===== config.mk =====
export PLATFORM = sky130hd
export DESIGN_NAME = sram_axi_arbiter
export DESIGN_NICKNAME = d
export VERILOG_FILES = /design/src/rtl/sram_axi_arbiter.sv
export SDC_FILE = /design/constraint.sdc
export NUM_CORES = 1
export LEC_CHECK = 0
export BUFFER_PORTS_ARGS = -buffer_cell sky130_fd_sc_hd__buf_2
export CAP_MARGIN = 20
export CORE_AREA = 2 2 160 162
export CTS_CLUSTER_DIAMETER = 30
export DETAILED_ROUTE_END_ITERATION = 6
export DIE_AREA = 0 0 162 164
export GPL_TIMING_DRIVEN = 0
export PLACE_DENSITY = 0.66
export SETUP_SLACK_MARGIN = 0.02
export SLEW_MARGIN = 10
export SYNTH_ARGS = -nofsm -noshare
export SYNTH_HDL_FRONTEND = slang
export SYNTH_SLANG_ARGS = --single-unit

===== constraint.sdc =====
create_clock -name aclk -period 10.1 [get_ports aclk]
set_clock_uncertainty 0.05 [all_clocks]
set_input_delay 1.01 -clock aclk [delete_from_list [all_inputs] [get_ports aclk]]
set_output_delay 1.01 -clock aclk [all_outputs]
set_load 0.01 [all_outputs]

===== src/rtl/sram_axi_arbiter.sv =====
// sram_axi_arbiter
//   Bridges NPORT SRAM-like request ports onto one AXI3 master. Reads and
//   writes are handled by independent paths, each with one outstanding
//   transaction and its own round-robin arbiter.
//
//   Ports
//     aclk, aresetn        clock, synchronous active-low reset
//     req, wr, size        per-port request valid, write select, size (0/1/2)
//     addr, wdata          per-port byte address and write data (32 bits each)
//     addr_ok              per-port combinational grant pulse
//     data_ok, rdata       per-port completion pulse and registered read data
//     ar*, r*, aw*, w*, b* AXI3 master channels (axi_rdata / axi_wdata are the
//                          AXI data buses, renamed to avoid the per-port names)
module sram_axi_arbiter #(
    parameter int NPORT = 2,
    parameter int ID_W  = 4
) (
    input  logic                 aclk,
    input  logic                 aresetn,
    input  logic [NPORT-1:0]     req,
    input  logic [NPORT-1:0]     wr,
    input  logic [2*NPORT-1:0]   size,
    input  logic [32*NPORT-1:0]  addr,
    input  logic [32*NPORT-1:0]  wdata,
    output logic [NPORT-1:0]     addr_ok,
    output logic [NPORT-1:0]     data_ok,
    output logic [32*NPORT-1:0]  rdata,
    output logic [ID_W-1:0]      arid,
    output logic [31:0]          araddr,
    output logic [3:0]           arlen,
    output logic [2:0]           arsize,
    output logic [1:0]           arburst,
    output logic [1:0]           arlock,
    output logic [3:0]           arcache,
    output logic [2:0]           arprot,
    output logic                 arvalid,
    input  logic                 arready,
    input  logic [ID_W-1:0]      rid,
    input  logic [31:0]          axi_rdata,
    input  logic [1:0]           rresp,
    input  logic                 rlast,
    input  logic                 rvalid,
    output logic                 rready,
    output logic [ID_W-1:0]      awid,
    output logic [31:0]          awaddr,
    output logic [3:0]           awlen,
    output logic [2:0]           awsize,
    output logic [1:0]           awburst,
    output logic [1:0]           awlock,
    output logic [3:0]           awcache,
    output logic [2:0]           awprot,
    output logic                 awvalid,
    input  logic                 awready,
    output logic [ID_W-1:0]      wid,
    output logic [31:0]          axi_wdata,
    output logic [3:0]           wstrb,
    output logic                 wlast,
    output logic                 wvalid,
    input  logic                 wready,
    input  logic [ID_W-1:0]      bid,
    input  logic [1:0]           bresp,
    input  logic                 bvalid,
    output logic                 bready
);

    localparam int PW = (NPORT > 1) ? $clog2(NPORT) : 1;

    typedef enum logic [1:0] {R_IDLE, R_AR, R_R} r_state_t;
    typedef enum logic [1:0] {W_IDLE, W_AW, W_B} w_state_t;

    r_state_t r_state, r_next;
    w_state_t w_state, w_next;

    logic [31:0]    addr_a  [NPORT];
    logic [31:0]    wdata_a [NPORT];
    logic [1:0]     size_a  [NPORT];
    logic [31:0]    rdata_q [NPORT];

    logic [PW-1:0]  r_last, w_last, r_sel, w_sel, r_port, w_port;
    logic           r_found, w_found, r_grant, w_grant;
    logic [NPORT-1:0] rd_cand, wr_cand;
    logic [31:0]    r_addr, w_addr, w_data;
    logic [1:0]     r_size, w_size;
    logic           aw_done, w_done, aw_fin, w_fin;
    logic           rid_match, bid_match;
    logic           unused_inputs;

    assign unused_inputs = ^{rresp, rlast, bresp};

    always_comb begin
        for (int unsigned i = 0; i < NPORT; i++) begin
            addr_a[i]  = addr[32*i +: 32];
            wdata_a[i] = wdata[32*i +: 32];
            size_a[i]  = size[2*i +: 2];
        end
    end

    always_comb begin
        rdata = '0;
        for (int unsigned i = 0; i < NPORT; i++) begin
            rdata[32*i +: 32] = rdata_q[i];
        end
    end

    // A read whose word matches the in-flight write is held back so it cannot
    // overtake the write on the bus.
    always_comb begin
        rd_cand = '0;
        wr_cand = '0;
        for (int unsigned i = 0; i < NPORT; i++) begin
            rd_cand[i] = req[i] & ~wr[i] &
                         ~((w_state != W_IDLE) && (w_addr[31:2] == addr_a[i][31:2]));
            wr_cand[i] = req[i] & wr[i];
        end
    end

    // Round-robin: search starts one past the last granted index.
    always_comb begin
        r_found = 1'b0;
        w_found = 1'b0;
        r_sel   = r_last;
        w_sel   = w_last;
        for (int unsigned k = 1; k <= NPORT; k++) begin
            if (!r_found && rd_cand[PW'((32'(r_last) + k) % NPORT)]) begin
                r_found = 1'b1;
                r_sel   = PW'((32'(r_last) + k) % NPORT);
            end
            if (!w_found && wr_cand[PW'((32'(w_last) + k) % NPORT)]) begin
                w_found = 1'b1;
                w_sel   = PW'((32'(w_last) + k) % NPORT);
            end
        end
    end

    assign r_grant = aresetn && (r_state == R_IDLE) && r_found;
    assign w_grant = aresetn && (w_state == W_IDLE) && w_found &&
                     !(r_grant && (r_sel == w_sel));

    always_comb begin
        addr_ok = '0;
        if (r_grant) addr_ok[r_sel] = 1'b1;
        if (w_grant) addr_ok[w_sel] = 1'b1;
    end

    assign rid_match = (rid == ID_W'(r_port));
    assign bid_match = (bid == ID_W'(w_port));

    // AXI channel drive
    assign arid    = ID_W'(r_port);
    assign araddr  = r_addr;
    assign arlen   = '0;
    assign arsize  = {1'b0, r_size};
    assign arburst = 2'b01;
    assign arlock  = '0;
    assign arcache = '0;
    assign arprot  = '0;
    assign arvalid = (r_state == R_AR);
    assign rready  = (r_state == R_R);

    assign awid    = ID_W'(w_port);
    assign awaddr  = w_addr;
    assign awlen   = '0;
    assign awsize  = {1'b0, w_size};
    assign awburst = 2'b01;
    assign awlock  = '0;
    assign awcache = '0;
    assign awprot  = '0;
    assign awvalid = (w_state == W_AW) && !aw_done;
    assign wid       = ID_W'(w_port);
    assign axi_wdata = w_data;
    assign wlast     = 1'b1;
    assign wvalid    = (w_state == W_AW) && !w_done;
    assign bready    = (w_state == W_B);

    always_comb begin
        case (w_size)
            2'd0:    wstrb = 4'b0001 << w_addr[1:0];
            2'd1:    wstrb = w_addr[1] ? 4'b1100 : 4'b0011;
            default: wstrb = 4'b1111;
        endcase
    end

    // Each write handshake counts as done either from its flag or from this cycle.
    assign aw_fin = aw_done | (awvalid & awready);
    assign w_fin  = w_done  | (wvalid & wready);

    always_comb begin
        r_next = r_state;
        case (r_state)
            R_IDLE:  if (r_grant) r_next = R_AR;
            R_AR:    if (arready) r_next = R_R;
            R_R:     if (rvalid && rid_match) r_next = R_IDLE;
            default: r_next = R_IDLE;
        endcase
    end

    always_comb begin
        w_next = w_state;
        case (w_state)
            W_IDLE:  if (w_grant) w_next = W_AW;
            W_AW:    if (aw_fin && w_fin) w_next = W_B;
            W_B:     if (bvalid && bid_match) w_next = W_IDLE;
            default: w_next = W_IDLE;
        endcase
    end

    always_ff @(posedge aclk) begin
        if (!aresetn) begin
            r_state <= R_IDLE;
            w_state <= W_IDLE;
            r_last  <= PW'(NPORT - 1);
            w_last  <= PW'(NPORT - 1);
            r_port  <= '0;
            w_port  <= '0;
            r_addr  <= '0;
            w_addr  <= '0;
            w_data  <= '0;
            r_size  <= '0;
            w_size  <= '0;
            aw_done <= 1'b0;
            w_done  <= 1'b0;
            data_ok <= '0;
            for (int unsigned i = 0; i < NPORT; i++) rdata_q[i] <= '0;
        end else begin
            r_state <= r_next;
            w_state <= w_next;
            data_ok <= '0;
            if (r_grant) begin
                r_port <= r_sel;
                r_last <= r_sel;
                r_addr <= addr_a[r_sel];
                r_size <= size_a[r_sel];
            end
            if (w_grant) begin
                w_port  <= w_sel;
                w_last  <= w_sel;
                w_addr  <= addr_a[w_sel];
                w_size  <= size_a[w_sel];
                w_data  <= wdata_a[w_sel];
                aw_done <= 1'b0;
                w_done  <= 1'b0;
            end
            if (awvalid && awready) aw_done <= 1'b1;
            if (wvalid && wready)   w_done  <= 1'b1;
            if ((r_state == R_R) && rvalid && rid_match) begin
                rdata_q[r_port] <= axi_rdata;
                data_ok[r_port] <= 1'b1;
            end
            if ((w_state == W_B) && bvalid && bid_match) begin
                data_ok[w_port] <= 1'b1;
            end
        end
    end

endmodule


Yosys cells after proc, flatten, opt, wreduce, memory -nomap -nowiden
Memories as Yosys holds them, arrays and structs flattened.
Index checks and enable logic that the tools add are counted.
{"block": "word_totals", "reg_bits": 112, "ram_bits": 64, "input_bits": 188, "elab_cells": 171, "memories": 1}
{"name": "rdata_q", "depth": 2, "width": 32, "read_ports": 2, "rd_clocked_by_memory_dff": 0, "write_ports": 2, "line_no": "77", "text": "logic [31:0] rdata_q [NPORT];"}
{"block": "op_classes", "addsub": 4, "n_lt_le_gt_ge": 14, "n_eq_ne": 16, "n_shift": 1, "muxes": 64, "n_bitwise": 18, "n_reduce_logical": 39}
{"operator": "$mux W32", "n": 10}
{"operator": "$eq A30 B30 Y1", "n": 2}
{"operator": "$mux W2", "n": 17}
{"operator": "$reduce_or A32 Y1", "n": 1}
{"operator": "$mux W1", "n": 29}
{"operator": "$logic_and A1 B1 Y1", "n": 25}
{"operator": "$lt A1 B2 Y1 const B", "n": 8}
{"operator": "$pmux W2 S3", "n": 2}
{"operator": "$and A1 B1 Y1", "n": 8}
{"operator": "$eq A4 B1 Y1", "n": 2}
{"operator": "$ne A2 B1 Y1 const B", "n": 4}
{"operator": "$pmux W4 S2", "n": 1}
{"operator": "$eq A2 B1 Y1 const B", "n": 3}
{"operator": "$logic_not A2 Y1", "n": 3}
{"operator": "$reduce_and A3 Y1", "n": 2}
{"operator": "$reduce_bool A2 Y1", "n": 3}
{"operator": "$logic_not A1 Y1", "n": 5}
{"operator": "$add A1 B1 Y1 const B", "n": 4}
{"operator": "$demux W1 S1", "n": 4}
{"operator": "$eq A2 B2 Y1 const B", "n": 2}
{"operator": "$ge A1 B1 Y1 const B", "n": 4}
{"operator": "$ge A2 B2 Y1 const B", "n": 2}
{"operator": "$mux W4", "n": 1}
{"operator": "$ne A2 B2 Y1 const B", "n": 2}
{"operator": "6 further kinds", "n": 12}

Depth between registers and ports, before layout
Gate-level depths: netlist of run 1.
{"block": "depth", "ltp_word": 17, "mapped_depth": 9, "ltp_nobuf": 7}

Least setup slack after synthesis of run 1
No wires, ideal clock.
{"block": "synth_path", "path_kind": "input to register", "from": "in rid[2]", "to": "mem rdata_q[0][0], enable pin", "setup_time_ps": 466, "arrival_ps": 3908, "setup_slack_ps": 5677, "stages": 4, "path_buffers": 0, "path_cell_list": "nand2b_1 -> nor4_1 -> nand3_1 -> o21ai_0"}
{"element": "start, declared", "line_no": "38", "text": "input logic [ID_W-1:0] rid,"}
{"element": "end, declared", "line_no": "77"}

Worst setup path after layout of run 1
{"block": "layout_path", "from": "in addr[47]", "to": "out addr_ok[0]"}
{"block": "layout_via", "elab_chain_len": 17}
{"element": "start, declared", "line_no": "23", "text": "input logic [32*NPORT-1:0] addr,"}
{"element": "$eq A30 B30 Y1 *", "line_no": "112", "text": "~((w_state != W_IDLE) && (w_addr[31:2] == addr_a[i][31:2]));"}
{"element": "$logic_and A1 B1 Y1 *", "line_no": "112"}
{"element": "$not A1 Y1 *", "line_no": "112"}
{"element": "$and A1 B1 Y1 *", "line_no": "111", "text": "rd_cand[i] = req[i] & ~wr[i] &"}
{"element": "$mux W1 (not written as such) (2 in a row)", "line_no": "124", "text": "if (!r_found && rd_cand[PW'((32'(r_last) + k) % NPORT)]) begin"}
{"element": "$mux W1", "line_no": "124"}
{"element": "$logic_not A1 Y1", "line_no": "124"}
{"element": "$logic_and A1 B1 Y1", "line_no": "124"}
{"element": "$mux W1", "line_no": "124"}
{"element": "$lt A1 B2 Y1 (not written as such) / $ge A1 B1 Y1 (equally long branches)", "line_no": "141", "text": "if (r_grant) addr_ok[r_sel] = 1'b1;"}
{"element": "$logic_and A1 B1 Y1 (not written as such)", "line_no": "141"}
{"element": "$mux W1 (not written as such)", "line_no": "141"}
{"element": "$demux W1 S1", "line_no": "141"}
{"element": "$mux W2", "line_no": "141"}
{"element": "$or A2 B2 Y2 (no line)"}
{"element": "$mux W2 *", "line_no": "142", "text": "if (w_grant) addr_ok[w_sel] = 1'b1;"}
{"element": "end, declared", "line_no": "25", "text": "output logic [NPORT-1:0] addr_ok,"}
Mark *: on every way between the ends. The rest lies on a longest branch, timed or not. The select of a mux whose other input is x is not followed.

==> results.txt, run 1 <==
----------------------------------------------------
[GRT]
  Met1 routing resource usage after global routing ... around 25%
  Met2 Resource Use GR ... between 30 and 40%
  Via count of the first global-routing pass ... roughly 7.0k
  Met3 Resource Use GR ... about 5.7%
  Aggregate global routing overflow ... 0
  Initial antenna violation count ... 2
  Gr busiest metal ... met2
  Largest net degree at the start of global routing ... 26
  Global-route wire length before repair ... ~41 mm
  GRT Overall Usage ... 20.8%

[Layout]
  Relative area change from synthesis to final layout ... 36.5%
  Area of all placed cells without fillers ... between 0.01 and 0.015 mm2
  Final #Nets ... approximately 1.4k
  Fraction of final layout cells sized beyond drive strength 1 ... 38.4%

[Clock network]
  Clock tree from TritonCTS ... yes
  CTS sink count ... 176
  Hold-fix buffers, CTS ... 0
  Htree depth ... 4
  Number of instances resized during post-cts repair ... 0
  Post-CTS setup-driven buffer insertion count ... 0
  Clk root buf ... sky130_fd_sc_hd__clkbuf_16
  Clock slew seen by the registers of the worst setup and hold paths ... 0.07 ns
  Longest Clk Path Bufs ... 2
  TritonCTS buffer count ... 17
  Clock insertion delay at the later pin of the skew report ... 0.43 ns

[Floorplanning]
  Core area ... 0.0248 mm2
  # IOs ... 410
  Die Outline Area ... approximately 0.027 mm2
  Starting density of the core ... 33.7%
  Die height ... 164 um
  Standard-cell rows ... 58
  Die width ... 162 um

[Logic synthesis]
  Sequential share of the synthesized area ... 49.7%
  Share of synthesized flip-flops with an asynchronous set or reset ... 0%
  Number of synthesized register bits ... 176
  Cell Area, Synth ... about 0.0084 mm2
  Synth Warn # ... 0
  Top cells by area in the synthesized netlist ... sky130_fd_sc_hd__dfxtp_1 (27%), sky130_fd_sc_hd__edfxtp_1 (23%), sky130_fd_sc_hd__mux2i_1 (12%)
  Post-synth top area cell ... sky130_fd_sc_hd__dfxtp_1
  Cell count after synthesis ... around 800
  Top cell type's share of synthesized area ... 26.8%
  Most used DFF post-synth ... sky130_fd_sc_hd__dfxtp_1
  Syn_area_per_cell ... 10.6 um2
  Number of enable-type register cells in the synthesized netlist ... 64
  Count of distinct cell types in the synthesized netlist ... 40

[Timing]
  Setup TNS Final ... 0 ns
  Tmin final ... 4.28 ns
  Worst slew margin relative to its limit ... 42.5%
  Achievable frequency ... 234 MHz
  Count of endpoints failing hold in the final timing report ... 0
  Final critical-path share of the clock period ... 42.3%
  Final number of setup-violating endpoints ... 0
  Setup repair after global routing missed its margin ... false
  Number of slew-limit violations in the final report ... 0
  Transition at the pin with the smallest max-transition slack ... 0.863 ns

[Power]
  Post-route total power ... approximately 1.9 mW
  Power Density ... 164 mW/mm2
  Leakage Power ... 5.54 nW
  Worst vdd ir ... 92.1 uV

[Worst setup path]
  Data arrival time of the critical path ... 3.22 ns
  Crit Path Max Fanout ... 10
  Kind of critical path ... primary input to primary output
  Critical path startpoint category ... primary input
  Worst endpoint required time ... ~9 ns
  Worst Setup End Kind ... primary output

[Place]
  Placer Congestion ... roughly 0.90
  # port buffers ... between 300 and 400
  Cell area after placement ... between 0.01 and 0.015 mm2
  Detailed-placement wirelength estimate ... roughly 23 mm

[Routing]
  Number of iterations in the first detailed-routing pass ... 5
  Count of unresolved DRC violations after routing ... 0
  Per-cell routed wire length ... 18.5 um
  Post-Route WL ... slightly below 30 mm
  Routed via count divided by cell count ... 4.78
  Detailed-route via count ... approximately 7.5k
  Iter 0 DRT Violations ... 299
  Routed Antenna Nets ... 0

[Status]
  Run status ... finished, final reports clean

[Flow run]
  Total of max-cap violations ... 0

[Hold path]
  Class of the most critical hold timing path ... flop to flop

----------------------------------------------------
## synth_stat cells (all sizes together), types with 2 or more instances
library cell and count:
dfxtp 112, and2 65, buf 62, a21o 3, nand3 2, xor2 62
nor2 77, nand2b 6, inv 7, o21ai 42, nor4 17, nand4 4
a21oi 41, edfxtp 64, o22ai 3, conb 2, nor2b 6, nor3 2
nand2 5, mux2i 101, o21bai 2, a211oi 66, clkbuf 34
## layout by cell type (no fill, tap or decap), drive strengths merged, types with 42 or more instances in the layout
master  synthesis  routed
a211oi         66      66
and2           65      65
buf            62     426
clkbuf         34      51
conb            2      42
dfxtp         112     112
edfxtp         64      64
mux2i         101     101
nor2           77      77
o21ai          42      42
xor2           62      62
## area by class of cell
type	instances	area [um2]
fillers	2444	13400
flip-flops and latches	176	4160
multi-input cells	554	3750
repair buffers	364	1850
plain buffers	96	603
clock buffers	17	425
well taps	330	413
clock inverters	15	193
inverters	7	26.3
diodes	1	2.50
## layer usage
metal	routed length, um	vias up
met5	27	-
met4	429	4
met3	2140	24
met2	14400	319
met1	11800	3530
li1	-	3574
## flip-flops by register name, summed over array words and instances, names as in the netlist, 2 cells and up
name       count
data_ok        2
araddr        32
awaddr        32
w_size         2
rdata_q       64
w_state        2
r_state        2
r_size         2
axi_wdata     32
## worst max-delay path, cell delays in order
cell                        delay, ns
sky130_fd_sc_hd__buf_2           0.12
sky130_fd_sc_hd__xor2_1          0.19
sky130_fd_sc_hd__nor4_1          0.54
sky130_fd_sc_hd__nand4_1         0.26
sky130_fd_sc_hd__o21ai_1         0.23
sky130_fd_sc_hd__a2111oi_2       0.10
sky130_fd_sc_hd__buf_4           0.18
sky130_fd_sc_hd__buf_2           0.19
sky130_fd_sc_hd__a22o_1          0.23
sky130_fd_sc_hd__buf_2           0.16
## per-stage QoR
stage | util, % | instances | setup WS (ns) | hold WS, ns
global route | 46.0 | 1559 | 5.72 | 0.465
detailed placement | 43.5 | 1527 | 5.77 | 0.438
finish | 46.0 | 1560 | 5.82 | 0.447
global placement | 43.3 | 1524 | 4.02 | 0.429
CTS | 46.0 | 1559 | 5.76 | 0.447
floorplan | - | 833 | 5.68 | 0.409
## kinds of logic (layout without fill, tap and decap cells)
logic type             after synthesis  count (layout)  synth area share, %
AO/OA/AOI/OAI                      162             162                 12.5
XOR/XNOR                            62              62                 6.49
buffers and inverters              103             499                 7.52
flip-flops                         176             176                 49.7
multiplexers                       101             101                 12.1
other                                2              43               0.0897
AND/OR/NAND/NOR                    187             187                 11.6
## worst paths after layout
kind	from	end	slack (ns)	cells after the start
worst min-delay path	axi_wdata[25]$_SDFFE_PN0P_	axi_wdata[25]$_SDFFE_PN0P_	0.45	2
worst max-delay path	addr[47]	addr_ok[0]	5.82	10
worst min register to register	axi_wdata[25]$_SDFFE_PN0P_	axi_wdata[25]$_SDFFE_PN0P_	0.45	2
worst max register to register	r_port$_SDFFE_PN0P_	rdata_q[0][16]$_SDFFCE_PN0P_	7.42	6
## where the power goes
group / total [mW] / internal, mW / switching [mW] / leakage (nW)
registers: 0.813 / 0.779 / 0.0342 / 1.58
logic: 0.361 / 0.154 / 0.207 / 3.67
clock network: 0.701 / 0.379 / 0.322 / 0.299
total: 1.87 / 1.31 / 0.563 / 5.54
No activity file was read; power rests on OpenSTA's default activity.
==> run 2: changes to the inputs <==
--- a/config.mk
+++ b/config.mk
@@ -5,14 +5,15 @@
 export SDC_FILE = /design/constraint.sdc
 export NUM_CORES = 1
 export LEC_CHECK = 0
+export ABC_AREA = 1
 export BUFFER_PORTS_ARGS = -buffer_cell sky130_fd_sc_hd__buf_2
 export CAP_MARGIN = 20
-export CORE_AREA = 2 2 160 162
+export CORE_AREA = 2 2 161 163
 export CTS_CLUSTER_DIAMETER = 30
 export DETAILED_ROUTE_END_ITERATION = 6
-export DIE_AREA = 0 0 162 164
+export DIE_AREA = 0 0 163 165
 export GPL_TIMING_DRIVEN = 0
-export PLACE_DENSITY = 0.66
+export PLACE_DENSITY = 0.68
 export SETUP_SLACK_MARGIN = 0.02
 export SLEW_MARGIN = 10
 export SYNTH_ARGS = -nofsm -noshare
==> constraint.sdc (replaced) <==
create_clock -name aclk -period 4.45 [get_ports aclk]
set_clock_uncertainty 0.05 [all_clocks]
set_input_delay 0.445 -clock aclk [delete_from_list [all_inputs] [get_ports aclk]]
set_output_delay 0.445 -clock aclk [all_outputs]
set_load 0.01 [all_outputs]
==> run 2 against run 1 <==
  * Critical path type is now flop to primary output
  * Die area increased by 1.2%
  * First-iteration DRC count increased by 120%
  * Wire length increased by 13%
  * Clock power increased by 110%
  * Via count increased by 28%
  * Synthesized area increased by 8.1%
  * Synthesized cell count increased by 58%
  * Power increased by 130%
  * Hold slack got worse by 0.29 ns
==> results.txt, run 2 <==
----------------------------------------------------
[Clock network]
  Clock tree from TritonCTS ... yes
  Number of instances resized during post-cts repair ... 0
  CTS sink count ... 176
  Clk root buf ... sky130_fd_sc_hd__clkbuf_16
  Clock insertion delay at the later pin of the skew report ... between 0.4 and 0.5 ns
  Htree depth ... 4
  Hold-fix buffers, CTS ... 0
  TritonCTS buffer count ... 17
  Post-CTS setup-driven buffer insertion count ... 0
  Clock slew seen by the registers of the worst setup and hold paths ... 0.08 ns
  Longest Clk Path Bufs ... 2

[GRT]
  GRT Overall Usage ... 23.5%
  Via count of the first global-routing pass ... 8904
  Global-route wire length before repair ... 48.1 mm
  Initial antenna violation count ... 2
  Aggregate global routing overflow ... 0
  Largest net degree at the start of global routing ... 33

[Routing]
  Number of iterations in the first detailed-routing pass ... 6
  Post-Route WL ... 32.5 mm
  Detailed-route via count ... 9538
  Count of unresolved DRC violations after routing ... 0
  Routed via count divided by cell count ... 4.72
  Iter 0 DRT Violations ... 669
  Per-cell routed wire length ... 16.1 um
  Routed Antenna Nets ... 0

[Layout]
  Flip-flop count of the largest register, all copies and words added ... 64
  Area taken by flip-flops and latches ... 0.00416 mm2
  Count of filler cells inserted in the layout ... about 2.6k
  Fraction of final layout cells sized beyond drive strength 1 ... 28.4%
  Non-filler instance count after layout ... slightly above 2k
  Relative area change from synthesis to final layout ... 32.7%
  Register with the most flip-flops ... rdata_q
  Area used by multi-input combinational logic ... 0.00374 mm2
  Final #Nets ... around 1.9k
  Leading cell type in the layout, fill and taps excluded ... sky130_fd_sc_hd__buf_2
  Commonest cells after routing, fill and taps aside ... sky130_fd_sc_hd__buf_2 (376), sky130_fd_sc_hd__nand2_1 (273), sky130_fd_sc_hd__a21oi_1 (163)
  Fin util ... 47.9%

[Logic synthesis]
  Adder-cell share of the synthesized area ... 0%
  Cell count after synthesis ... 1255
  Number of enable-type register cells in the synthesized netlist ... 64
  Fraction of the mapped netlist area in compound gates ... 14.3%
  Most frequent cell after synthesis ... sky130_fd_sc_hd__nand2_1
  Simple-gate area share of the yosys netlist ... 23.0%
  Synth Warn # ... 0
  Parity-gate share of the synthesized area counting xor and xnor cells ... approximately 2.2%
  Count of distinct cell types in the synthesized netlist ... 33
  Top cells by area in the synthesized netlist ... sky130_fd_sc_hd__dfxtp_1 (25%), sky130_fd_sc_hd__edfxtp_1 (21%), sky130_fd_sc_hd__nand2_1 (11%)
  Top cell type's share of synthesized area ... between 20% and 30%
  Cell Area, Synth ... 0.00904 mm2
  Number of synthesized register bits ... 176
  Post-synth top area cell ... sky130_fd_sc_hd__dfxtp_1
  Syn_area_per_cell ... 7.21 um2
  Sequential share of the synthesized area ... a little under half
  Most used DFF post-synth ... sky130_fd_sc_hd__dfxtp_1
  Ranking of synthesized cells by instance count ... sky130_fd_sc_hd__nand2_1 (275), sky130_fd_sc_hd__a21oi_1 (163), sky130_fd_sc_hd__inv_1 (162), sky130_fd_sc_hd__nor2_1 (158), sky130_fd_sc_hd__dfxtp_1 (112)
  Share of synthesized flip-flops with an asynchronous set or reset ... 0%
  Multiplexer area fraction after synthesis ... 0%
  Main combinational cell family by area after synthesis ... simple AND/OR/NAND/NOR gates

[Power]
  Internal power ... 2.85 mW
  Switching power as a share of total power ... between 30 and 40%
  Switching power of the nets ... 1.38 mW
  Worst vdd ir ... 183 uV
  Power Density ... ~350 mW/mm2
  Leakage Power ... approximately 6.3 nW
  Power share of the combinational group ... 21.2%
  Seq pwr share ... 43.4%
  Clock share of power ... 35.4%

[Floorplanning]
  Standard-cell rows ... 58
  Die height ... 165 um
  Starting density of the core ... 36.1%
  Core area ... 0.0250 mm2
  Die width ... ~160 um
  Die Outline Area ... 0.0269 mm2
  # IOs ... 410

[Worst setup path]
  Worst Setup End Kind ... primary output
  Critical path startpoint category ... flop
  Data arrival time of the critical path ... 3.04 ns
  Kind of critical path ... flop to primary output
  Worst endpoint required time ... 3.95 ns
  Crit Path Max Fanout ... 10

[Place]
  Placed instance count ... 1987
  # port buffers ... between 300 and 400
  Placer Congestion ... around 0.91
  Detailed-placement wirelength estimate ... 25.6 mm

[Timing]
  Final number of setup-violating endpoints ... 0
  Setup repair after global routing missed its margin ... false
  Achievable frequency ... 283 MHz
  Number of slew-limit violations in the final report ... 0
  Tmin final ... 3.54 ns
  Count of endpoints failing hold in the final timing report ... 0
  Final critical-path share of the clock period ... 79.5%
  Transition at the pin with the smallest max-transition slack ... 0.841 ns
  Post-route worst hold slack ... 0.152 ns
  Setup TNS Final ... 0 ns
  Worst slew margin relative to its limit ... between 40% and 50%

[Flow run]
  Total of max-cap violations ... 0

[Status]
  Run status ... finished, final reports clean

[Hold path]
  Class of the most critical hold timing path ... primary input to flop

----------------------------------------------------
-- run 2: final timing paths --
| kind | start | to | slack [ns] | cells after the start |
|---|---|---|---|---|
| max | w_state[0]$_SDFFE_PN0P_ | addr_ok[1] | 0.91 | 7 |
| min | arready | r_state[0]$_SDFFE_PN0P_ | 0.15 | 2 |
| max reg2reg | r_port$_SDFFE_PN0P_ | rdata_q[1][6]$_SDFFCE_PN0P_ | 1.38 | 7 |
| min reg2reg | araddr[31]$_SDFFE_PN0P_ | araddr[31]$_SDFFE_PN0P_ | 0.41 | 2 |
-- run 2: critical path: stages (launching register included) --
cell	delay [ns]
sky130_fd_sc_hd__dfxtp_1	0.33
sky130_fd_sc_hd__nor2_1	0.31
sky130_fd_sc_hd__nand3_1	0.41
sky130_fd_sc_hd__clkinv_1	0.33
sky130_fd_sc_hd__clkbuf_1	0.56
sky130_fd_sc_hd__nand2_1	0.27
sky130_fd_sc_hd__nand2_1	0.23
sky130_fd_sc_hd__buf_2	0.17
-- run 2: layer usage --
metal	vias up	part of all wire, %	track usage (%)	routed length, um
met3	48	8.8	4.39	2850
met2	474	48	40.9	15500
met1	4287	41	29.1	13300
li1	4727	-	-	-
met5	-	0.040	0	13
met4	2	2.8	8.29	914
-- run 2: metrics by stage --
step / worst slack (ns) / power, mW / instance area (um2)
floorplan: 1.92 / 2.37 / 9200
global placement: 0.737 / 2.75 / 11400
detailed placement: 1.17 / 2.76 / 11400
CTS: 0.861 / 4.25 / 12000
global route: 0.676 / 4.43 / 12000
finish: 0.912 / 4.23 / 12000
-- run 2: power groups by stage --
stage / clock [mW] / combinational, mW / sequential, mW
after floorplan: 0 / 0.468 / 1.90
after global placement: 0 / 0.881 / 1.87
after detailed placement: 0 / 0.890 / 1.87
after CTS: 1.52 / 0.893 / 1.83
after global routing: 1.59 / 0.995 / 1.85
final: 1.50 / 0.897 / 1.83
-- run 2: layout make-up --
class | instances | share of cell area [%]
buffer | 109 | 5.37
tap | 330 | 3.44
antenna | 1 | 0.0209
multi-input combinational | 836 | 31.1
clock buffer | 18 | 3.58
clock inverter | 14 | 1.19
inverter | 174 | 5.46
sequential | 176 | 34.7
timing repair buffer | 362 | 15.1
-- run 2: cells by family (layout without fill, tap and decap cells) --
group	count (synthesis)	after routing
DFF	176	176
AOI/OAI and AO/OA	251	251
buffers and inverters	283	677
other	2	43
xor gates and xnor gates	23	23
and+or+nand+nor	520	520
==> run 3: changes to the inputs <==
--- a/config.mk
+++ b/config.mk
@@ -8,12 +8,12 @@
 export ABC_AREA = 1
 export BUFFER_PORTS_ARGS = -buffer_cell sky130_fd_sc_hd__buf_2
 export CAP_MARGIN = 20
-export CORE_AREA = 2 2 161 163
+export CORE_AREA = 2 2 157 159
 export CTS_CLUSTER_DIAMETER = 30
 export DETAILED_ROUTE_END_ITERATION = 6
-export DIE_AREA = 0 0 163 165
+export DIE_AREA = 0 0 159 161
 export GPL_TIMING_DRIVEN = 0
-export PLACE_DENSITY = 0.68
+export PLACE_DENSITY = 0.73
 export SETUP_SLACK_MARGIN = 0.02
 export SLEW_MARGIN = 10
 export SYNTH_ARGS = -nofsm -noshare
==> constraint.sdc (replaced) <==
create_clock -name aclk -period 3.15 [get_ports aclk]
set_clock_uncertainty 0.05 [all_clocks]
set_input_delay 0.315 -clock aclk [delete_from_list [all_inputs] [get_ports aclk]]
set_output_delay 0.315 -clock aclk [all_outputs]
set_load 0.01 [all_outputs]
==> run 3 against run 2 <==
  * Power increased by 44%
  * Sequential cell count unchanged
  * Largest power group unchanged
  * Clock power grew 48%
  * Cell area grew 0.51%
==> results.txt, run 3 (synthesis results as in run 2) <==
----------------------------------------------------
[Power]
  Power Density ... slightly above 500 mW/mm2
  Clock share of power ... 36.6%
  Switching power of the nets ... 1.90 mW
  Switching power as a share of total power ... 31.3%
  Internal power ... 4.18 mW
  Power share of the combinational group ... between 20% and 30%
  Leakage Power ... 6.34 nW
  Worst vdd ir ... 257 uV
  Seq pwr share ... 42.6%

[Layout]
  Fraction of final layout cells sized beyond drive strength 1 ... 28.8%
  Relative area change from synthesis to final layout ... 33.3%
  Commonest cells after routing, fill and taps aside ... sky130_fd_sc_hd__buf_2 (376), sky130_fd_sc_hd__nand2_1 (271), sky130_fd_sc_hd__a21oi_1 (163)
  Non-filler instance count after layout ... 2015
  Register with the most flip-flops ... rdata_q
  Fin util ... between 50% and 60%
  Leading cell type in the layout, fill and taps excluded ... sky130_fd_sc_hd__buf_2
  Final #Nets ... 1863
  Area of all placed cells without fillers ... 0.0121 mm2
  Flip-flop count of the largest register, all copies and words added ... 64

[Floorplanning]
  Die width ... 159 um
  Core area ... ~0.024 mm2
  Die Outline Area ... approximately 0.026 mm2
  Die height ... 161 um
  # IOs ... 410
  Starting density of the core ... 37.7%
  Standard-cell rows ... 57

[Hold path]
  Startpoint of the worst hold path ... arready
  Class of the most critical hold timing path ... primary input to flop
  Worst Hold Endpoint ... r_state[0]$_SDFFE_PN0P_
  Cell depth of the worst min-delay path ... 2

[Routing]
  Number of iterations in the first detailed-routing pass ... 5
  Iter 0 DRT Violations ... 695
  Count of unresolved DRC violations after routing ... 0
  Detailed-route via count ... a little under 10k
  Per-cell routed wire length ... 15.9 um
  Routed via count divided by cell count ... between 4 and 5
  Post-Route WL ... 32.1 mm
  Routed Antenna Nets ... 0

[Worst setup path]
  Worst Setup End Kind ... primary output
  Capture instance of the worst register-to-register path ... rdata_q[0][14]$_SDFFCE_PN0P_
  Critical path startpoint category ... flop
  Worst endpoint required time ... 2.78 ns
  Data arrival time of the critical path ... 2.64 ns
  FF-to-FF path depth ... 7
  Crit Path Max Fanout ... 10
  Worst-case register-to-register setup slack ... 0.32 ns
  Start of the worst register-to-register path ... r_port$_SDFFE_PN0P_
  Kind of critical path ... flop to primary output

[Clock network]
  Clock slew seen by the registers of the worst setup and hold paths ... 0.07 ns
  Longest Clk Path Bufs ... 2
  TritonCTS buffer count ... 17
  Clk root buf ... sky130_fd_sc_hd__clkbuf_16
  Clock insertion delay at the later pin of the skew report ... 0.43 ns
  CTS sink count ... roughly 180
  Htree depth ... 4
  Clock tree from TritonCTS ... yes

[Timing]
  Worst slew margin relative to its limit ... 48.4%
  Final number of setup-violating endpoints ... 0
  Transition at the pin with the smallest max-transition slack ... 0.771 ns
  Setup repair after global routing missed its margin ... false
  Tmin final ... 3.01 ns
  Count of endpoints failing hold in the final timing report ... 0
  Number of slew-limit violations in the final report ... 0
  Final critical-path share of the clock period ... 95.5%
  Setup TNS Final ... 0 ns
  Achievable frequency ... between 300 and 400 MHz

[GRT]
  Initial antenna violation count ... 7
  GRT Overall Usage ... 24.1%
  Via count of the first global-routing pass ... 8931
  Met3 Resource Use GR ... 5.78%
  Met1 routing resource usage after global routing ... ~30%
  Gr busiest metal ... met2
  Global-route wire length before repair ... 48.1 mm
  Met2 Resource Use GR ... 41.2%
  Largest net degree at the start of global routing ... 33
  Aggregate global routing overflow ... 0

[Status]
  Run status ... finished, final reports clean

[Place]
  Placed instance count ... a little under 2k
  Cell area after placement ... 0.0114 mm2
  Placer Congestion ... 0.898
  Detailed-placement wirelength estimate ... 25.0 mm
  # port buffers ... 362

[Flow run]
  Total of max-cap violations ... 0

----------------------------------------------------
run 3: changes by cell type in the layout (fill, tap and decap cells not counted), moves of 2 or more:
cell                        change
sky130_fd_sc_hd__bufinv_16      +2
sky130_fd_sc_hd__inv_8          -4
sky130_fd_sc_hd__clkbuf_1       -3
sky130_fd_sc_hd__nand2_1        -2
sky130_fd_sc_hd__inv_6          +3
sky130_fd_sc_hd__diode_2        +2
run 3: worst max-delay path by stage:
| stage | start | endpoint | depth (start not counted) |
|---|---|---|---|
| final | awaddr[2]$_SDFFE_PN0P_ | addr_ok[0] | 13 |
| after global routing | awaddr[2]$_SDFFE_PN0P_ | addr_ok[0] | 13 |
| after CTS | w_state[0]$_SDFFE_PN0P_ | addr_ok[1] | 12 |
| after detailed placement | aresetn | rdata_q[1][4]$_SDFFCE_PN0P_ | 7 |
| after global placement | aresetn | rdata_q[1][15]$_SDFFCE_PN0P_ | 7 |
| after floorplan | r_port$_SDFFE_PN0P_ | rdata_q[0][0]$_SDFFCE_PN0P_ | 7 |
run 3: through the flow:
step | worst slack, ns | power (mW) | hold slack, ns
after floorplan | 0.717 | 3.35 | 0.354
after global placement | -0.360 | 3.87 | 0.399
after detailed placement | 0.0290 | 3.89 | 0.403
after CTS | 0.0745 | 6.11 | 0.0139
after global routing | 0.0264 | 6.36 | 0.0221
final | 0.142 | 6.08 | 0.0299
run 3: cell type report:
type / instances / area, um2
fillers: 2409 / 11900
flip-flops and latches: 176 / 4170
multi-input cells: 836 / 3760
repair buffers: 362 / 1810
inverters: 174 / 656
plain buffers: 108 / 642
clock buffers: 17 / 425
well taps: 324 / 405
clock inverters: 15 / 191
diodes: 3 / 7.51
run 3: per-layer routing:
metal / up-vias / share of wire [%] / routed length, um
met5: - / 0.15 / 47
met3: 60 / 8.6 / 2760
met4: 8 / 2.6 / 844
met1: 4440 / 41 / 13000
met2: 474 / 48 / 15400
li1: 4721 / - / -
run 3: power by group through the flow:
stage	sequential [mW]	combinational (mW)	clock, mW
finish	2.59	1.27	2.22
global route	2.61	1.40	2.36
CTS	2.59	1.25	2.27
detailed placement	2.64	1.25	0
global placement	2.64	1.23	0
floorplan	2.69	0.661	0
run 3: repair_timing:
action,4_1_cts,5_1_grt
hold buffers,0,0
buffers inserted,0,0
gates resized for setup,1,6
setup endpoints to repair,1,34
run 3: worst max-delay path, cell delays in order (launching register included):
cell and delay, ns:
sky130_fd_sc_hd__dfxtp_1 0.49, sky130_fd_sc_hd__inv_2 0.06, sky130_fd_sc_hd__or2_0 0.19, sky130_fd_sc_hd__nand2_1 0.07, sky130_fd_sc_hd__nor2_1 0.05, sky130_fd_sc_hd__nand2_1 0.05, sky130_fd_sc_hd__nor2_1 0.04, sky130_fd_sc_hd__nand2_2 0.08
sky130_fd_sc_hd__nand2_2 0.08, sky130_fd_sc_hd__a21oi_4 0.48, sky130_fd_sc_hd__inv_4 0.14, sky130_fd_sc_hd__buf_6 0.19, sky130_fd_sc_hd__o22ai_2 0.10, sky130_fd_sc_hd__buf_2 0.18
